===== src/rtl/bus_xfer_arbiter.sv =====
// Round-robin owner of the shared datapath bus. Each grant drives the bus select,
// then pulses a one-hot destination load in a fixed 3-cycle transfer.
module bus_xfer_arbiter #(
  parameter int unsigned NREQ  = 4,
  parameter int unsigned SEL_W = 5,
  parameter int unsigned NREG  = 24
) (
  input  logic                  clock,
  input  logic                  clear,
  input  logic [NREQ-1:0]       req,
  input  logic [NREQ*SEL_W-1:0] src_code,
  input  logic [NREQ*SEL_W-1:0] dst_code,
  output logic [SEL_W-1:0]      bus_sel,
  output logic                  bus_valid,
  output logic [NREG-1:0]       ld_en,
  output logic [NREQ-1:0]       grant,
  output logic [NREQ-1:0]       done,
  output logic [NREQ-1:0]       err,
  output logic [15:0]           xfer_count
);

  localparam int unsigned PTR_W = (NREQ > 1) ? $clog2(NREQ) : 1;
  localparam int unsigned CNT_W = 16;

  localparam logic [1:0] S_IDLE  = 2'd0;
  localparam logic [1:0] S_DRIVE = 2'd1;
  localparam logic [1:0] S_LOAD  = 2'd2;
  localparam logic [1:0] S_ERR   = 2'd3;

  logic [1:0]       state_q, state_d;
  logic [PTR_W-1:0] rr_ptr_q, rr_ptr_d;
  logic [SEL_W-1:0] dst_q, dst_d;
  logic [SEL_W-1:0] bus_sel_q, bus_sel_d;
  logic             bus_valid_q, bus_valid_d;
  logic [NREG-1:0]  ld_en_q, ld_en_d;
  logic [NREQ-1:0]  grant_q, grant_d;
  logic [NREQ-1:0]  done_q, done_d;
  logic [NREQ-1:0]  err_q, err_d;
  logic [CNT_W-1:0] cnt_q, cnt_d;

  logic [SEL_W-1:0] src_arr [NREQ];
  logic [SEL_W-1:0] dst_arr [NREQ];
  logic             pick_vld;
  logic [PTR_W-1:0] pick_idx;
  logic [PTR_W-1:0] cand;
  logic [SEL_W-1:0] pick_src;
  logic [SEL_W-1:0] pick_dst;
  logic             pick_legal;

  for (genvar g = 0; g < NREQ; g++) begin : g_unpack
    assign src_arr[g] = src_code[g*SEL_W +: SEL_W];
    assign dst_arr[g] = dst_code[g*SEL_W +: SEL_W];
  end

  // First requester at or above rr_ptr, wrapping around
  always_comb begin
    pick_vld = 1'b0;
    pick_idx = '0;
    cand     = '0;
    for (int unsigned i = 0; i < NREQ; i++) begin
      cand = PTR_W'((32'(rr_ptr_q) + i) % NREQ);
      if (!pick_vld && req[cand]) begin
        pick_vld = 1'b1;
        pick_idx = cand;
      end
    end
  end

  assign pick_src   = src_arr[pick_idx];
  assign pick_dst   = dst_arr[pick_idx];
  assign pick_legal = (32'(pick_src) < NREG) && (32'(pick_dst) < NREG);

  // Next state and next registered outputs
  always_comb begin
    state_d     = state_q;
    rr_ptr_d    = rr_ptr_q;
    dst_d       = dst_q;
    bus_sel_d   = bus_sel_q;
    bus_valid_d = 1'b0;
    ld_en_d     = '0;
    grant_d     = grant_q;
    done_d      = '0;
    err_d       = '0;
    cnt_d       = cnt_q;
    case (state_q)
      S_IDLE: begin
        if (pick_vld) begin
          grant_d  = NREQ'(1) << pick_idx;
          rr_ptr_d = PTR_W'((32'(pick_idx) + 1) % NREQ);
          dst_d    = pick_dst;
          if (pick_legal) begin
            state_d     = S_DRIVE;
            bus_sel_d   = pick_src;
            bus_valid_d = 1'b1;
          end else begin
            state_d = S_ERR;
            done_d  = NREQ'(1) << pick_idx;
            err_d   = NREQ'(1) << pick_idx;
          end
        end
      end
      S_DRIVE: begin
        state_d     = S_LOAD;
        bus_valid_d = 1'b1;
        ld_en_d     = NREG'(1) << dst_q;
        done_d      = grant_q;
        cnt_d       = cnt_q + CNT_W'(1);
      end
      S_LOAD: begin
        state_d = S_IDLE;
        grant_d = '0;
      end
      default: begin
        state_d = S_IDLE;
        grant_d = '0;
      end
    endcase
  end

  always_ff @(posedge clock or negedge clear) begin
    if (!clear) begin
      state_q     <= S_IDLE;
      rr_ptr_q    <= '0;
      dst_q       <= '0;
      bus_sel_q   <= '0;
      bus_valid_q <= 1'b0;
      ld_en_q     <= '0;
      grant_q     <= '0;
      done_q      <= '0;
      err_q       <= '0;
      cnt_q       <= '0;
    end else begin
      state_q     <= state_d;
      rr_ptr_q    <= rr_ptr_d;
      dst_q       <= dst_d;
      bus_sel_q   <= bus_sel_d;
      bus_valid_q <= bus_valid_d;
      ld_en_q     <= ld_en_d;
      grant_q     <= grant_d;
      done_q      <= done_d;
      err_q       <= err_d;
      cnt_q       <= cnt_d;
    end
  end

  assign bus_sel    = bus_sel_q;
  assign bus_valid  = bus_valid_q;
  assign ld_en      = ld_en_q;
  assign grant      = grant_q;
  assign done       = done_q;
  assign err        = err_q;
  assign xfer_count = cnt_q;

endmodule


===== config.mk =====
export PLATFORM = sky130hd
export DESIGN_NAME = bus_xfer_arbiter
export DESIGN_NICKNAME = d
export VERILOG_FILES = /design/src/rtl/bus_xfer_arbiter.sv
export SDC_FILE = /design/constraint.sdc
export NUM_CORES = 1
export LEC_CHECK = 0
export BUFFER_PORTS_ARGS = -buffer_cell sky130_fd_sc_hd__buf_2
export CORE_ASPECT_RATIO = 0.9
export CORE_UTILIZATION = 49
export DETAILED_ROUTE_END_ITERATION = 7
export PLACE_DENSITY_LB_ADDON = 0.2
export SLEW_MARGIN = 20
export SYNTH_ARGS = -nofsm -noshare
export SYNTH_HDL_FRONTEND = slang
export SYNTH_SLANG_ARGS = --single-unit

===== constraint.sdc =====
create_clock -name clock -period 2.4 [get_ports clock]
set_input_delay 0.12 -clock clock [delete_from_list [all_inputs] [get_ports clock]]
set_output_delay 0.12 -clock clock [all_outputs]
set_load 0.01 [all_outputs]

Word-level counts from Yosys, hierarchy flattened
Index checks and enable logic that the tools add are counted.
{"block": "op_classes", "add_sub_neg": 5, "bitwise_logic": 2, "reduce_logical": 11, "magnitude_cmp": 7, "n_shift": 2, "n_mux": 35, "n_eq_ne": 2}
{"op": "$mux 24", "count": 1}
{"op": "$shl 1x5->24 const A", "count": 1}
{"op": "$bmux 5 s2", "count": 2}
{"op": "$mux 5", "count": 4}
{"op": "$add 16x1->16 const B", "count": 1}
{"op": "$mux 4", "count": 4}
{"op": "$pmux 4 s2", "count": 2}
{"op": "$lt 2x3->1 const B", "count": 4}
{"op": "$mux 2", "count": 6}
{"op": "$lt 5x5->1 const B", "count": 2}
{"op": "$mux 1", "count": 10}
{"op": "$bmux 1 s2", "count": 4}
{"op": "$add 2x1->2 const B", "count": 2}
{"op": "$add 2x2->2 const B", "count": 2}
{"op": "$logic_and 1x1->1", "count": 4}
{"op": "$pmux 2 s2", "count": 1}
{"op": "$reduce_and 2->1", "count": 2}
{"op": "$shl 1x2->4 const A", "count": 1}
{"op": "$ge 3x3->1 const B", "count": 1}
{"op": "$logic_not 1->1", "count": 3}
{"op": "$not 2->3", "count": 1}
{"op": "$reduce_and 3->1", "count": 1}
{"op": "$eq 2x1->1 const B", "count": 1}
{"op": "$logic_not 2->1", "count": 1}
{"op": "other kinds (3)", "count": 3}
{"block": "totals", "register_bits": 67, "in_bits": 46, "out_inout_bits": 58, "elab_cells": 74}

Logic depth before layout (Yosys ltp)
Gate-level depths: netlist (run 1).
{"block": "logic_depth", "word_depth": 21, "ltp_mapped": 10, "ltp_nobuf": 8}

Least setup slack after synthesis (run 1)
No wires, ideal clock.
{"block": "synth_path", "path_type": "register -> register", "from": "reg rr_ptr_q[0]", "to": "reg bus_sel_q[0] (netlist: bus_sel[0])", "path_slack_ns": 0.271, "setup_ns": 0.125, "stages_incl_launch_ff": 8, "path_buffers": 0, "required_time_ns": 2.275, "arrival_ns": 2.004, "synth_period_minus_slack_ns": 2.129, "cell_sequence": "dfrtp_1 -> inv_1 -> or3_1 -> a31oi_4 -> a21oi_1 -> a32o_1 -> o221ai_4 -> mux2_4"}
{"block": "synth_via", "elab_chain_cells": 19, "elab_cells_between_ends": 36, "cone_classes": "add/sub (3); order compare (2); mux (22); bitwise (1); reduce/logical (8)"}
{"item": "from (decl)", "line_no": "31", "rtl": "logic [PTR_W-1:0] rr_ptr_q, rr_ptr_d;"}
{"item": "from (signal assigned)", "line_no": "134", "rtl": "rr_ptr_q <= rr_ptr_d;"}
{"item": "parallel branches: the longest is 19 deep, another holds $add 2x1->2"}
{"item": "to (signal assigned)", "line_no": "136", "rtl": "bus_sel_q <= bus_sel_d;"}
{"item": "to (decl)", "line_no": "33", "rtl": "logic [SEL_W-1:0] bus_sel_q, bus_sel_d;"}
Parallel ways; which one is timed is not known. The select of a mux whose other input is x is not followed.
A chain may end at the register's enable or synchronous reset.

Final worst setup path (run 1)
{"block": "layout_path", "from": "reg rr_ptr_q[1]", "to": "reg bus_sel_q[0] (netlist: bus_sel[0])"}
The elaborated chain is that of the path after synthesis.

==> results.cfg, run 1 <==
[outcome]
status = finished, final reports clean

[drt]
via_count = 2332
ant_nets = 0
wl_um = 6080
drtPass1Iterations = 4
routed_via_density = 4.98
wire_per_inst_um = 13.0
drtIter0Drc = 76
drc = 0

[timing]
holdWs_ps = 243
fmax_mhz = 433
max_slew_margin = 0.404
finalCritPeriodShare = 0.962
hold_viol_final = 0
slew_violations = 0
worst_pin_slew_ps = 894
skew_ps = 7.52
period_needed_ps = 2310
setup_viol = 0

[cells_and_area]
num-fill-cells = 457
drive_gt1_frac = 0.354
antenna_cells = 0
layout.nets = 444
most-common-layout-cells = 103 x buf_2, 67 x dfrtp_1, 60 x nand2_1, 33 x nor2_1
fin_area_um2 = 3790
syn2layout_area_growth_pct = 31.1
seq_area_um2 = 1680
layout_commonest_cell = buf_2
multi_input_area_um2 = 1160

[grt]
grt_usage = 0.207
first_global_vias = 2092
grt_pass1_wl_um = 9960
grt-ovfl-total = 0
grt_max_degree = 42
antenna_found_initial = 0

[setup_path]
worstPathRequired_ps = 2600
r2r_setup_slack_ps = 90
crit_type = flip-flop to flip-flop
arrival_ps = 2510
max_stage_delay_ps = 430
start_kind = flip-flop
slowest_stage = dfrtp_1
endpoint_kind = flip-flop
cp_max_fo = 17
cp_cell_sequence = and3_1, nor3b_2, buf_6, nand2_1, a32o_1, o221ai_4, mux2_4
r2r_end = bus_sel[0]$_DFFE_PN0P_
r2r_start = rr_ptr_q[1]$_DFFE_PN0P_
reg2reg_depth = 7

[cts]
insertion_delay_ps = 320
clock_sinks = 67
cts-htree-levels = 3
cts_root_buf = clkbuf_8
cts.clk_slew.worst_paths_ps = 70
numCtsBuffers = 9
clock_path_buffers = 2
cts_tree = built

[logic_synthesis]
synthesis.nets = 328
yosys_warnings = 0
synth.distinct_cells = 35
syn_inst = 277
synth_area_um2 = 2890
avgSynthCellArea_um2 = 10.4
seq_area_frac_synth = 0.580
ys_seq_elements = 67

[die]
design.die.area_um2 = 6220
num_rows = 26
dieHeight_um = 74.9
core_area_um2 = 5690
start_util = 0.508
ioPinCount = 104
die_width_um = 83.0

[min_path]
hold_end = dst_q[0]$_DFFE_PN0P_
hold_depth = 5
hp-start = dst_code[5]
hold_class = input pin to flip-flop

[placement]
placed_cell_area_um2 = 3530
gp_congestion = 0.813
numPortBuffers = 103
hpwl_um = 4500

[power]
p_per_area_nw_per_um2 = 1140
ir_worst_vdd_mv = 0.607
p_leak_nw = 2.08
totalPowerFinal_mw = 4.31

[flow_run]
max-cap-violations = 0
-- state kept, by name (all words and copies together), names as in the netlist --
register	count
dst_q	5
rr_ptr_q	2
grant	4
err	4
done	4
bus_sel	5
xfer_count	16
ld_en	24
state_q	2
bus_valid	1
-- synth_stat cells (all sizes together) --
library cell,number,area (um^2)
a21o,1,7.51
a21oi,5,25.0
a22o,4,35.0
a31oi,4,40.0
a32o,8,81.3
and3,10,62.6
and4,1,8.76
buf,4,23.8
clkbuf,5,18.8
dfrtp,67,1680
ha,5,62.6
inv,6,22.5
mux2,3,45.0
mux2i,3,30.0
nand2,60,225
nand2b,4,25.0
nand3,11,55.1
nand3b,1,7.51
nand4,4,25.0
nor2,33,124
nor2b,2,12.5
nor3,2,10.0
nor3b,1,12.5
o21ai,11,55.1
o221ai,1,26.3
o22ai,1,12.5
or2,3,18.8
or3,2,12.5
xnor2,11,96.3
xor2,4,35.0
-- cell families after synthesis --
group,Yosys count,synth area share
AO/OA/AOI/OAI,35,0.0978
XOR/XNOR,15,0.0454
adder cells (fa/ha/maj),5,0.0216
buffers and inverters,15,0.0225
flip-flops,67,0.580
multiplexers,6,0.0260
AND/OR/NAND/NOR,134,0.207
-- power by group --
part           switching (mW)  internal, mW  leakage, nW
clock                   0.401         0.641        0.113
combinational           0.944         0.722         1.08
sequential              0.205          1.39        0.894
total                    1.55          2.75         2.08
-- routing by layer --
metal,track usage,part of all wire,vias to the layer above
li1,-,-,1167
met1,0.276,0.48,1080
met2,0.335,0.46,78
met3,0.0504,0.053,7
met4,0.0805,0.013,0
met5,0,0,-
-- worst max-delay path, delay by kind of cell (launching register included) --
kind	cells	cell delay, ps
AOI/OAI and AO/OA	2	620
buffers and inverters	1	220
DFF	1	430
muxes	1	330
and+or+nand+nor	3	590
-- final cells by class --
type,instances,area share
inverter,6,0.00594
sequential,67,0.442
timing repair buffer,114,0.163
clock inverter,4,0.0191
tap,70,0.0231
multi-input combinational,195,0.306
clock buffer,12,0.0409
-- metrics by stage --
step,instances,setup TNS (ps),utilization,setup slack (ps)
2_1_floorplan,277,0,-,271
3_3_place_gp,449,0,0.619,134
3_5_place_dp,449,0,0.619,67.0
4_1_cts,466,0,0.661,47.8
5_1_grt,468,-15.4,0.666,-8.08
6_report,468,0,0.666,91.7
-- how the worst max path moves through the flow --
stage	start	endpoint	slack [ps]	cells past startpoint
2_1_floorplan	rr_ptr_q[0]$_DFFE_PN0P_	bus_sel[0]$_DFFE_PN0P_	270	7
3_3_place_gp	rr_ptr_q[1]$_DFFE_PN0P_	bus_sel[2]$_DFFE_PN0P_	130	7
3_5_place_dp	rr_ptr_q[1]$_DFFE_PN0P_	bus_sel[0]$_DFFE_PN0P_	70	8
4_1_cts	rr_ptr_q[1]$_DFFE_PN0P_	bus_sel[0]$_DFFE_PN0P_	50	8
5_1_grt	rr_ptr_q[0]$_DFFE_PN0P_	bus_sel[1]$_DFFE_PN0P_	-8	7
6_report	rr_ptr_q[1]$_DFFE_PN0P_	bus_sel[0]$_DFFE_PN0P_	90	7
-- timing repair --
action                     4_1_cts  5_1_grt
gates resized for setup          0        3
hold buffers                     1        0
setup endpoints to repair        0       13
buffers inserted                 0        2
hold endpoints to repair        40        0
Note: power is estimated with default switching activity, not from simulation.
==> run 2: changes to the inputs <==
--- a/config.mk
+++ b/config.mk
@@ -7,7 +7,7 @@
 export LEC_CHECK = 0
 export BUFFER_PORTS_ARGS = -buffer_cell sky130_fd_sc_hd__buf_2
 export CORE_ASPECT_RATIO = 0.9
-export CORE_UTILIZATION = 49
+export CORE_UTILIZATION = 44
 export DETAILED_ROUTE_END_ITERATION = 7
 export PLACE_DENSITY_LB_ADDON = 0.2
 export SLEW_MARGIN = 20
==> constraint.sdc (replaced) <==
create_clock -name clock -period 1.9 [get_ports clock]
set_input_delay 0.095 -clock clock [delete_from_list [all_inputs] [get_ports clock]]
set_output_delay 0.095 -clock clock [all_outputs]
set_load 0.01 [all_outputs]
==> results.cfg, run 2 (same netlist as run 1, synthesis figures left out) <==
[grt]
grt_max_degree = 68
grt_pass1_wl_um = 10500
grt_usage = 0.199
first_global_vias = 2196
antenna_found_initial = 0
grt-ovfl-total = 0

[timing]
max_slew_margin = 0.771
period_needed_ps = 2180
fmax_mhz = 459
holdWs_ps = 150
timing.final.ws_setup_ps = -278
rsz0062_at_grt = yes
slew_violations = 0
worst_pin_slew_ps = 343
tns_ps = -3450
finalCritPeriodShare = 1.15
hold_viol_final = 0
skew_ps = 8.92
setup_viol = 17

[die]
core_area_um2 = 6220
ioPinCount = 104
dieHeight_um = 78.9
design.die.area_um2 = 6900
die_width_um = 87.5
start_util = 0.465
num_rows = 27

[cells_and_area]
multi_input_area_um2 = 1180
num-fill-cells = 573
final_util = 0.630
drive_gt1_frac = 0.395
seq_area_um2 = 1680
antenna_cells = 0
layout.nets = 459
layout_commonest_cell = buf_2
most-common-layout-cells = 103 x buf_2, 66 x dfrtp_1, 60 x nand2_1, 33 x nor2_1, 21 x buf_4
largest_reg_flops = 24
syn2layout_area_growth_pct = 35.5

[cts]
numCtsBuffers = 9
clock_sinks = 67
cts.clk_slew.worst_paths_ps = 70
cts-htree-levels = 3
cts_tree = built
cts_root_buf = clkbuf_8
insertion_delay_ps = 330
clock_path_buffers = 2

[drt]
routed_via_density = 4.80
drtPass1Iterations = 4
wl_um = 6230
ant_nets = 0
wire_per_inst_um = 12.5
via_count = 2402
drc = 0
drtIter0Drc = 91

[setup_path]
max_stage_delay_ps = 450
r2r_start = rr_ptr_q[1]$_DFFE_PN0P_
slowest_stage = dfrtp_2
crit_type = flip-flop to flip-flop
start_kind = flip-flop
worstPathRequired_ps = 2120
endpoint_kind = flip-flop
cp_num_buf_inv = 1
cp_cell_sequence = and3_4, nor3b_4, buf_6, nand2_1, a32o_2, o221ai_4, mux2_4
arrival_ps = 2390
cp_max_fo = 9
crit_start = rr_ptr_q[1]$_DFFE_PN0P_
cp_top_family = compound AO/OA/AOI/OAI gates

[power]
p_sw_mw = 2.00
sequentialPowerShare = 0.366
comb_power_share = 0.425
switching_share = 0.367
p_clk_frac = 0.208
p_per_area_nw_per_um2 = 1390
ir_worst_vdd_mv = 0.852
intPower_mw = 3.45
totalPowerFinal_mw = 5.45
p_leak_nw = 2.15

[min_path]
hold_class = input pin to flip-flop
hp-start = dst_code[16]

[outcome]
status = complete, but fails checks
failed_checks = negative setup slack

[placement]
numPortBuffers = 103
gp_congestion = 0.875
hpwl_um = 4580

[flow_run]
max-cap-violations = 0
run 2: through the flow:
stage | cell area, um^2 | cells | worst slack, ps
2_1_floorplan | 2910 | 277 | -186
3_3_place_gp | 3660 | 479 | -220
3_5_place_dp | 3660 | 479 | -300
4_1_cts | 3890 | 498 | -282
5_1_grt | 3920 | 500 | -410
6_report | 3920 | 500 | -278
run 2: layout make-up:
cell class	count	share of cell area
Clock buffer	11	0.0335
Clock inverter	5	0.0156
Inverter	6	0.00575
Multi-Input combinational cell	195	0.301
Sequential cell	67	0.428
Tap cell	87	0.0278
Timing Repair Buffer	129	0.188
run 2: final timing paths:
kind                                               to  slack (ps)  depth (start not counted)
min reg2reg                xfer_count[15]$_DFFE_PN0P_         460                          1
max in group asynchronous     rr_ptr_q[1]$_DFFE_PN0P_        1310                          3
min in group asynchronous          ld_en[6]$_DFF_PN0_         310                          3
max reg2reg                    bus_sel[0]$_DFFE_PN0P_        -280                          7
min                              dst_q[1]$_DFFE_PN0P_         150                          5
max                            bus_sel[0]$_DFFE_PN0P_        -280                          7
run 2: routing by layer:
layer / track usage / routed length, um / up-vias
met1: 0.264 / 2860 / 1114
met3: 0.0655 / 394 / 4
li1: - / - / 1197
met4: 0.0639 / 54 / 0
met2: 0.309 / 2920 / 87
met5: 0 / 0 / -
run 2: worst register-to-register path, stage by stage (launching register included):
cell and delay (ps):
dfrtp_2 450, and3_4 190, nor3b_4 250, buf_6 170, nand2_1 70, a32o_2 300, o221ai_4 310, mux2_4 330
run 2: what timing repair did:
item,CTS,global route
hold buffers,1,0
endpoints found under the setup margin,17,20
endpoints found under the hold margin,67,0
pin swaps,3,2
buffers inserted,2,2
gates resized for setup,5,5
run 2: power groups by stage:
| stage | clock network, mW | logic [mW] | registers [mW] |
|---|---|---|---|
| floorplan | 0 | 1.29 | 2.11 |
| detailed placement | 0 | 2.21 | 2.02 |
| finish | 1.13 | 2.32 | 2.00 |
| global placement | 0 | 2.16 | 2.01 |
| CTS | 1.17 | 2.29 | 1.99 |
| global route | 1.24 | 2.59 | 2.04 |
